<file path="src/rtl/store_buffer.sv">
// store_buffer: in-order write-back store buffer with a load hazard probe.
// Accepted stores with a non-zero byte mask are queued and then drained to
// data memory one request at a time. A load probe reports any held entry,
// including the head that is currently in flight, that shares its 8-byte
// line and overlaps at least one byte of the load.
module store_buffer #(
   parameter int unsigned DEPTH = 4
) (
   input  logic                         clk,
   input  logic                         resetn,
   input  logic                         st_valid_i,
   output logic                         st_ready_o,
   input  logic [63:0]                  st_addr_i,
   input  logic [63:0]                  st_data_i,
   input  logic [7:0]                   st_mask_i,
   output logic                         mem_req_o,
   output logic [63:0]                  mem_addr_o,
   output logic [63:0]                  mem_data_o,
   output logic [7:0]                   mem_mask_o,
   input  logic                         mem_ack_i,
   input  logic                         ld_valid_i,
   input  logic [63:0]                  ld_addr_i,
   input  logic [7:0]                   ld_mask_i,
   output logic                         ld_hit_o,
   output logic                         empty_o,
   output logic [$clog2(DEPTH+1)-1:0]   count_o
);

   localparam int unsigned PW = (DEPTH > 1) ? $clog2(DEPTH) : 1;
   localparam int unsigned CW = $clog2(DEPTH + 1);
   localparam int unsigned AW = 61;

   localparam logic [0:0] IDLE = 1'b0;
   localparam logic [0:0] REQ  = 1'b1;

   logic [0:0]       state;
   logic [0:0]       state_n;
   logic [PW-1:0]    head;
   logic [PW-1:0]    head_n;
   logic [PW-1:0]    tail;
   logic [PW-1:0]    tail_n;
   logic [CW-1:0]    count;
   logic [CW-1:0]    count_n;
   logic [DEPTH-1:0] valid;
   logic [DEPTH-1:0] valid_n;

   logic [AW-1:0]    ent_addr [DEPTH];
   logic [63:0]      ent_data [DEPTH];
   logic [7:0]       ent_mask [DEPTH];

   logic             push;
   logic             pop;
   logic             accept;
   logic             hit;

   // Low address bits are irrelevant: both stores and loads work per 8-byte line.
   logic             unused_low_bits;
   assign unused_low_bits = ^{st_addr_i[2:0], ld_addr_i[2:0]};

   // Handshake: ready whenever not full and out of reset; zero-mask stores are
   // accepted but never allocated.
   assign st_ready_o = resetn & (count != CW'(DEPTH));
   assign accept     = st_valid_i & st_ready_o;
   assign push       = accept & (|st_mask_i);
   assign pop        = (state == REQ) & mem_ack_i;

   // Pointer, occupancy and entry-valid next values.
   always_comb begin
      head_n  = head;
      tail_n  = tail;
      count_n = count;
      valid_n = valid;
      if (pop) begin
         head_n        = head + PW'(1);
         valid_n[head] = 1'b0;
      end
      if (push) begin
         tail_n        = tail + PW'(1);
         valid_n[tail] = 1'b1;
      end
      case ({push, pop})
         2'b10:   count_n = count + CW'(1);
         2'b01:   count_n = count - CW'(1);
         default: count_n = count;
      endcase
   end

   // Drain FSM next state: request while anything is held.
   always_comb begin
      state_n = state;
      case (state)
         IDLE: begin
            if (count != '0) begin
               state_n = REQ;
            end
         end
         REQ: begin
            if (pop && (count_n == '0)) begin
               state_n = IDLE;
            end
         end
         default: state_n = IDLE;
      endcase
   end

   // Control state register with synchronous active-low reset.
   always_ff @(posedge clk) begin
      if (!resetn) begin
         state <= IDLE;
         head  <= '0;
         tail  <= '0;
         count <= '0;
         valid <= '0;
      end else begin
         state <= state_n;
         head  <= head_n;
         tail  <= tail_n;
         count <= count_n;
         valid <= valid_n;
      end
   end

   // Entry payload storage; validity is tracked separately so no reset here.
   always_ff @(posedge clk) begin
      if (push) begin
         ent_addr[tail] <= st_addr_i[63:3];
         ent_data[tail] <= st_data_i;
         ent_mask[tail] <= st_mask_i;
      end
   end

   // Load hazard search over every valid entry; the incoming store is excluded.
   always_comb begin
      hit = 1'b0;
      for (int i = 0; i < DEPTH; i++) begin
         if (valid[i] && (ent_addr[i] == ld_addr_i[63:3]) &&
             ((ent_mask[i] & ld_mask_i) != 8'h00)) begin
            hit = 1'b1;
         end
      end
   end

   assign ld_hit_o   = ld_valid_i & hit;
   assign mem_req_o  = (state == REQ);
   assign mem_addr_o = (state == REQ) ? {ent_addr[head], 3'b000} : 64'h0;
   assign mem_data_o = (state == REQ) ? ent_data[head] : 64'h0;
   assign mem_mask_o = (state == REQ) ? ent_mask[head] : 8'h00;
   assign empty_o    = (count == '0);
   assign count_o    = count;

endmodule

</file>
<file path="config.mk">
export PLATFORM = sky130hd
export DESIGN_NAME = store_buffer
export DESIGN_NICKNAME = d
export VERILOG_FILES = /design/src/rtl/store_buffer.sv
export SDC_FILE = /design/constraint.sdc
export NUM_CORES = 1
export LEC_CHECK = 0
export ABC_AREA = 1
export CORE_MARGIN = 2
export CORE_UTILIZATION = 55
export DETAILED_ROUTE_END_ITERATION = 8
export PLACE_DENSITY = 0.9
export SETUP_SLACK_MARGIN = 0.1
export SYNTH_ARGS = -nofsm -noshare
export SYNTH_HDL_FRONTEND = slang
export SYNTH_SLANG_ARGS = --single-unit
</file>
<file path="constraint.sdc">
create_clock -name clk -period 5.33 [get_ports clk]
set_input_delay 1.066 -clock clk [delete_from_list [all_inputs] [get_ports clk]]
set_output_delay 1.066 -clock clk [all_outputs]
set_load 0.02 [all_outputs]
</file>
==> results of run 1 <==
==> sequential cells by signal, summed over array words and instances (netlist names), named ones only <==
register / count
count_o: 3
ent_mask: 32
ent_addr: 244
valid: 4
ent_data: 256
tail: 2
head: 2
mem_req_o: 1
==> layout make-up <==
class                   instances  area [µm²]
flip-flops and latches        546       16300
fillers                      3282       14300
multi-input cells            1646        7470
repair buffers                370        3720
clock buffers                  66        1440
inverters                     236         916
well taps                     600         751
clock inverters                31         287
diodes                         10        25.0
==> worst max-delay path by stage <==
stage                                          end  slack (ns)  depth (start not counted)
after global routing                      ld_hit_o        0.40                         11
after floorplan           ent_addr[0][0]$_DFFE_PP_        0.45                          7
final                                     ld_hit_o        0.46                         11
after CTS                                 ld_hit_o        0.58                         11
after detailed placement                  ld_hit_o        0.59                         11
after global placement                    ld_hit_o        0.56                         11
==> where the power goes <==
group	switching [µW]	total, µW	internal, µW	leakage (µW)
Clock	1660	3770	2110	0.000846
Combinational	1850	2860	1010	0.00556
Sequential	105	4960	4850	0.00495
==> per-stage QoR <==
| stage | power, µW | setup slack [ns] | utilization |
|---|---|---|---|
| after floorplan | 6510 | 0.451 | - |
| after global routing | 11900 | 0.404 | 0.683 |
| after detailed placement | 7830 | 0.594 | 0.644 |
| after global placement | 7760 | 0.560 | 0.644 |
| final | 11600 | 0.465 | 0.683 |
| after CTS | 11600 | 0.578 | 0.683 |
==> critical path, stage by stage <==
cell             delay [ns]
clkdlybuf4s50_1        0.55
xnor2_1                0.59
nand2_1                0.18
nor2_1                 0.16
nand2_1                0.08
nor2_1                 0.20
nand3_1                0.11
nand2_1                0.06
nor2_1                 0.09
nor2_1                 0.10
clkdlybuf4s50_1        0.61
==> synthesized netlist by cell type, drive strengths merged (3+ instances only) <==
| cell type | number |
|---|---|
| nand2 | 463 |
| dfxtp | 14 |
| o211ai | 21 |
| nor3 | 5 |
| nor2 | 452 |
| o22ai | 20 |
| xor2 | 23 |
| xnor2 | 28 |
| buf | 59 |
| edfxtp | 532 |
| o21ai | 351 |
| ha | 9 |
| nand3 | 12 |
| inv | 236 |
| a22o | 3 |
| a21oi | 248 |
| clkbuf | 49 |
==> placed cells by master, fill, tap and decap left out, types with 21 or more instances in the layout <==
master,count
o211ai_1,21
edfxtp_1,532
inv_2,39
xor2_1,23
nand2_1,462
a21oi_1,248
nor2_1,451
clkbuf_16,56
inv_1,190
clkdlybuf4s50_1,346
o21ai_0,333
xnor2_1,28
==> metal layers <==
metal  track usage  routed length (µm)  vias up
met4         0.162                4210       16
li1              -                   -     9258
met1         0.460               30900     9915
met2         0.592               40900     1470
met3        0.0858               10100      226
met5             0                 113        -
==> cells by family after synthesis <==
kind of cell,synth area share
flip-flops,0.647
buffers and inverters,0.0553
adder cells (fa/ha/maj),0.00528
AND/OR/NAND/NOR,0.142
AO/OA/AOI/OAI,0.132
XOR/XNOR,0.0178
other,0.000149
==> impl_metrics.ini, run 1 <==
[sta]
max_slew_margin = 0.202
whs_ns = 0.509
fin_crit_ns = 4.87
period_share = 0.913
tightest_slew_ns = 1.20
fmax_ghz = 0.206
skew_ns = 0.0122
hold_violations = 0
finalSetupViolCount = 0
rsz0062_at_grt = false
tns_ns = 0
maxSlewViolCount = 0

[floorplanning]
core_area_um2 = 45200
num_io_pins = 356
initial_core_util = 0.556
die_w_um = 218
die-area_um2 = 47400
fp-row-count = 78
die_h_um = 218

[placed_design]
post-place-cells = 3398
portBuffers = 346
gp_congestion = 0.997
dpl.hpwl_um = 58900
place_area_um2 = 29100

[worst_hold_path]
worstHoldEndpoint = valid[3]$_SDFF_PN0_
worst_hold_path_type = reg -> reg
hold_depth = 2
hp-start = valid[3]$_SDFF_PN0_

[critical_path]
crit_type = in -> out
cp_max_fo = 6
cp.arrival_ns = 3.80
worstReg2RegStart = count_o[0]$_SDFF_PN0_
start_kind = input port
required_ns = 4.26
rr_endpoint = ent_mask[1][7]$_DFFE_PP_
ff2ff_setup_slack_ns = 2.56
startpoint = ld_addr_i[32]
endpoint_kind = primary output
rr_worst_depth = 8

[power]
leakagePower_uw = 0.0114
peakVddDrop_uv = 344
p_per_area_nw_per_um2 = 375

[route]
ant_nets = 0
viasPerCell = 5.96
drt_wl_total_um = 86200
routedWlPerCell_um = 24.6
drt_first_pass_iters = 7
vias = 20900
route.detailed.drc = 0
drt_iter0_markers = 2570

[cts]
ctsHoldBuffers = 0
clk_pin_slew_ns = 0.06
clock_sinks = 546
cts_buffers = 55
clock_latency_ns = 0.62
clockRootBuffer = clkbuf_16
htree_levels = 2
cts_setup_buffers = 0
cts_max_path_buffers = 3
post_cts_resize_count = 0
cts_tree = done

[synth]
netlist.area_leader.share = 0.636
synth-seq-cells = 546
ys_async_sr_fraction = 0
avgSynthCellArea_um2 = 9.91
synth_area_leaders = edfxtp_1, nand2_1, nor2_1, o21ai_0, a21oi_1
synth_cells = 2534
yosysWarnings = 0
synth-edff-count = 532
synthDistinctLibCells = 31
synthFlopType = edfxtp_1
ys_seq_area_frac = 0.647
synth_area_um2 = 25100
yosysTopAreaCell = edfxtp_1

[finish]
stdcell_count = 3505
drive_above_1_share = 0.0522
synthToLayoutAreaGrowth_pct = 23.0
final_area_um2 = 30900
layout.nets = 3078

[global_route]
grt_pass1_wl_um = 125000
globalRouteOverflowTotal = 0
grt_max_degree = 181
first_global_vias = 20000
grt_antenna_before_repair = 12
track_usage = 0.361

[run_status]
status = complete, no violations

[run]
cap_violations = 0
No activity file was read; power rests on OpenSTA's default activity.
==> run 2: changes to the inputs <==
Settings changed: DONT_BUFFER_PORTS set to 1, PLACE_DENSITY 0.9 to 0.8, RECOVER_POWER set to 50.
==> run 2 against run 1 <==
  * The flow now finishes with violations (max-capacitance violations, max-slew violations)
  * Global-route usage decreased by 3.0 points
  * Critical path depth decreased by 6
  * Non-clock buffer count shrank 349
  * First-iteration DRC count fell by 18%
  * Sequential power hardly changed
  * Count of clock-buffer cells in the layout did not move
  * Register-to-register slack got worse by 1.4 ns
  * Flip-flop and latch count is the same
  * Critical endpoint is now mem_addr_o[32]
==> impl_metrics.ini, run 2 (synthesized netlist as in run 1, its figures left out) <==
[sta]
rsz0062_at_grt = false
period_share = 0.811
fmax_ghz = 0.231
finalSetupViolCount = 0
skew_ns = 0.0223
fin_crit_ns = 4.32
hold_violations = 0
tns_ns = 0
maxSlewViolCount = 79
tightest_slew_ns = 2.07
max_slew_margin = -0.380

[power]
peakVddDrop_uv = 424
leakagePower_uw = 0.0101
p_per_area_nw_per_um2 = 403
power.total_uw = 11100

[placed_design]
place_area_um2 = 25600
dpl.hpwl_um = 55100
gp_congestion = 1.01
portBuffers = 0

[critical_path]
required_ns = 4.26
cp.arrival_ns = 3.26
path_common_cell = a21oi_1
crit_slowest_cell = dfxtp_4
start_kind = register
cp_max_fo = 122
ff2ff_setup_slack_ns = 1.17
cp_cell_sequence = inv_6, buf_4, a21oi_1, o21ai_0, a21oi_1
worstReg2RegStart = count_o[0]$_SDFF_PN0_
cp_slowest_stage_delay_ns = 0.86
endpoint_kind = primary output
rr_endpoint = ent_data[1][14]$_DFFE_PP_
crit_type = reg -> out
rr_worst_depth = 8

[cts]
cts_setup_buffers = 0
cts_tree = done
cts_buffers = 56
clk_pin_slew_ns = 0.07
ctsHoldBuffers = 0
clockRootBuffer = clkbuf_16
cts_max_path_buffers = 3
clock_latency_ns = 0.63
clock_sinks = 546
htree_levels = 2
post_cts_resize_count = 0

[route]
routedWlPerCell_um = 25.2
viasPerCell = 5.98
ant_nets = 0
vias = 18800
route.detailed.drc = 0
drt_wl_total_um = 79500
drt_first_pass_iters = 6
drt_iter0_markers = 2119

[worst_hold_path]
worst_hold_path_type = reg -> reg
worstHoldEndpoint = valid[3]$_SDFF_PN0_
hp-start = valid[3]$_SDFF_PN0_
hold_depth = 2

[finish]
diodes = 0
final_area_um2 = 27500
mostFrequentLayoutCells = edfxtp_1, nand2_1, nor2_1
final_common_cell = edfxtp_1
drive_above_1_share = 0.0615
regMostFlops = ent_data
layout.nets = 2730
largest_register_ffs = 256
top_regs = ent_data x256, ent_addr x244, ent_mask x32
synthToLayoutAreaGrowth_pct = 9.70

[run_status]
status = finished with violations
violations = max-capacitance violations, max-slew violations

[global_route]
grt_pass1_wl_um = 113000
first_global_vias = 18000
track_usage = 0.331
grt_antenna_before_repair = 0
grt_max_degree = 141
globalRouteOverflowTotal = 0

[floorplanning]
initial_core_util = 0.556
die_h_um = 218
die-area_um2 = 47400
core_area_um2 = 45200
die_w_um = 218
fp-row-count = 78
num_io_pins = 356

[run]
cap_violations = 1
==> run 2: cell type report <==
class / instances / area [µm²]
fillers: 3515 / 17600
multi-input cells: 1646 / 7460
flip-flops and latches: 546 / 16300
well taps: 600 / 751
clock inverters: 37 / 445
repair buffers: 21 / 220
inverters: 236 / 920
clock buffers: 66 / 1480
==> run 2: worst max-delay path, delay by kind of cell (launching register included) <==
kind | cells | cell delay [ns]
flops | 1 | 0.86
compound gates | 3 | 0.72
buf+inv | 2 | 0.89
==> run 2: worst max path at each step <==
stage             startpoint                         to  slack [ns]
2_1_floorplan         resetn   ent_addr[0][0]$_DFFE_PP_        0.45
3_3_place_gp   ld_addr_i[52]                   ld_hit_o        1.64
3_5_place_dp   ld_addr_i[52]                   ld_hit_o        1.64
4_1_cts             register             mem_data_o[63]        1.11
5_1_grt         st_mask_i[5]  ent_data[1][14]$_DFFE_PP_        0.81
6_report            register             mem_addr_o[32]        1.01
==> run 2: report_power, final <==
part | switching (µW) | internal (µW)
clock network | 1670 | 2430
logic | 1600 | 421
registers | 120 | 4860
total | 3390 | 7710
==> run 2: metal layers <==
metal,share of wire,vias up,routed length (µm),track usage
met3,0.13,217,10000,0.112
met4,0.063,0,5010,0.190
li1,-,8542,-,-
met1,0.35,8893,27500,0.391
met2,0.47,1193,37000,0.530
met5,0,-,0,0
==> run 2: through the flow <==
stage | worst slack [ns] | instances | hold WS [ns] | utilization
3_5_place_dp | 1.64 | 3049 | 0.481 | 0.567
4_1_cts | 1.11 | 3152 | 0.490 | 0.610
5_1_grt | 0.814 | 3152 | 0.509 | 0.610
6_report | 1.01 | 3152 | 0.492 | 0.610
3_3_place_gp | 1.64 | 3049 | 0.473 | 0.567
2_1_floorplan | 0.451 | 2536 | 0.440 | -
==> run 3: changes to the inputs <==
Clock period 5.33 ns to 4.47 ns, I/O delays scaled along.
==> run 3 against run 2 <==
  * The flow now finishes without violations
  * Wire length down 1.0%
  * Via count shrank 0.49%
  * First-iteration DRC count down 1.6%
  * Combinational power up 21%
  * Critical endpoint is now mem_data_o[26]
  * Largest cell class unchanged
  * Highest routed layer unchanged
==> impl_metrics.ini, run 3 (synthesized netlist as in run 1, its figures left out) <==
[critical_path]
required_ns = 3.58
cp_max_fo = 74
start_kind = register
endpoint_kind = primary output
ff2ff_setup_slack_ns = 0.54
cp.arrival_ns = 3.27
crit_type = reg -> out

[placed_design]
dpl.hpwl_um = 53600
portBuffers = 0
gp_congestion = 1.04

[sta]
rsz0062_at_grt = false
fin_crit_ns = 4.16
skew_ns = 0.0201
tns_ns = 0
max_slew_margin = 0.0622
hold_violations = 0
maxSlewViolCount = 0
finalSetupViolCount = 0
tightest_slew_ns = 1.41
period_share = 0.930
fmax_ghz = 0.240
whs_ns = 0.348

[finish]
seq_area_um2 = 16300
diodes = 0
fill_cells = 3496
drive_above_1_share = 0.0611
mostFrequentLayoutCells = edfxtp_1, nand2_1, nor2_1
largest_register_ffs = 256
regMostFlops = ent_data
synthToLayoutAreaGrowth_pct = 9.25
final_common_cell = edfxtp_1
top_regs = ent_data x256, ent_addr x244, ent_mask x32
multi_input_area_um2 = 7460
layout.nets = 2731

[run_status]
status = complete, no violations

[global_route]
grt_antenna_before_repair = 1
track_usage = 0.329
grt_pass1_wl_um = 113000
globalRouteOverflowTotal = 0
grt_max_degree = 142
first_global_vias = 17900

[power]
power.total_uw = 13000
leakagePower_uw = 0.0100
p_per_area_nw_per_um2 = 473
peakVddDrop_uv = 412

[cts]
cts_setup_buffers = 0
clk_pin_slew_ns = 0.06
htree_levels = 2
cts_buffers = 56
cts_tree = done
cts_max_path_buffers = 3
clock_sinks = 546
post_cts_resize_count = 0
ctsHoldBuffers = 0
clock_latency_ns = 0.63
clockRootBuffer = clkbuf_16

[route]
route.detailed.drc = 0
routedWlPerCell_um = 24.9
viasPerCell = 5.94
drt_iter0_markers = 2085
drt_wl_total_um = 78700
vias = 18800
ant_nets = 0
drt_first_pass_iters = 6

[floorplanning]
initial_core_util = 0.556
die_w_um = 218
die_h_um = 218
fp-row-count = 78
num_io_pins = 356
die-area_um2 = 47400
core_area_um2 = 45200

[run]
cap_violations = 0

[worst_hold_path]
worst_hold_path_type = in -> reg
[run 3: changes by cell type in the layout (fill, tap and decap cells not counted), moves of 3 or more]
cell | before | now
clkbuf_8 | 0 | 3
clkinv_1 | 8 | 4
bufinv_16 | 9 | 4
inv_6 | 6 | 2
clkinvlp_4 | 3 | 12
clkbuf_1 | 8 | 16
[run 3: path summary, 6_finish.rpt]
path	start	to	depth (start not counted)
worst max register to register	count_o[0]$_SDFF_PN0_	ent_addr[2][38]$_DFFE_PP_	9
worst min register to register	valid[1]$_SDFF_PN0_	valid[1]$_SDFF_PN0_	2
worst min-delay path	st_data_i[60]	ent_data[1][60]$_DFFE_PP_	0
worst max-delay path	register	mem_data_o[26]	6
[run 3: where the power goes]
group          internal, µW  total [µW]  switching [µW]
Clock                  2610        4630            2020
Sequential             5790        5900             109
Combinational           499        2440            1940
[run 3: final cells by class]
class / instances / share of cell area
sequential: 546 / 0.593
tap: 600 / 0.0274
clock inverter: 31 / 0.0124
multi-input combinational: 1646 / 0.272
clock buffer: 74 / 0.0546
inverter: 236 / 0.0331
timing repair buffer: 22 / 0.00753
[run 3: routing by layer]
| metal | GRT usage | share of wire |
|---|---|---|
| met5 | 0 | 0 |
| met2 | 0.521 | 0.46 |
| met4 | 0.173 | 0.059 |
| met1 | 0.402 | 0.36 |
| met3 | 0.109 | 0.12 |
[run 3: worst max-delay path, cell delays in order, from the launching register on]
cell	delay, ns
dfxtp_4	0.37
buf_4	0.54
buf_4	0.72
nor2_1	0.11
nor2_1	0.10
o21ai_0	0.09
a21oi_1	0.64
[run 3: per-stage QoR]
| step | setup slack (ns) | utilization | instances | cell area, µm² |
|---|---|---|---|---|
| after detailed placement | 1.02 | 0.567 | 3050 | 25600 |
| after CTS | 0.371 | 0.608 | 3155 | 27500 |
| after floorplan | 0.585 | - | 2536 | 25100 |
| after global placement | 1.03 | 0.567 | 3050 | 25600 |
| final | 0.311 | 0.607 | 3155 | 27400 |
| after global routing | 0.164 | 0.607 | 3155 | 27400 |
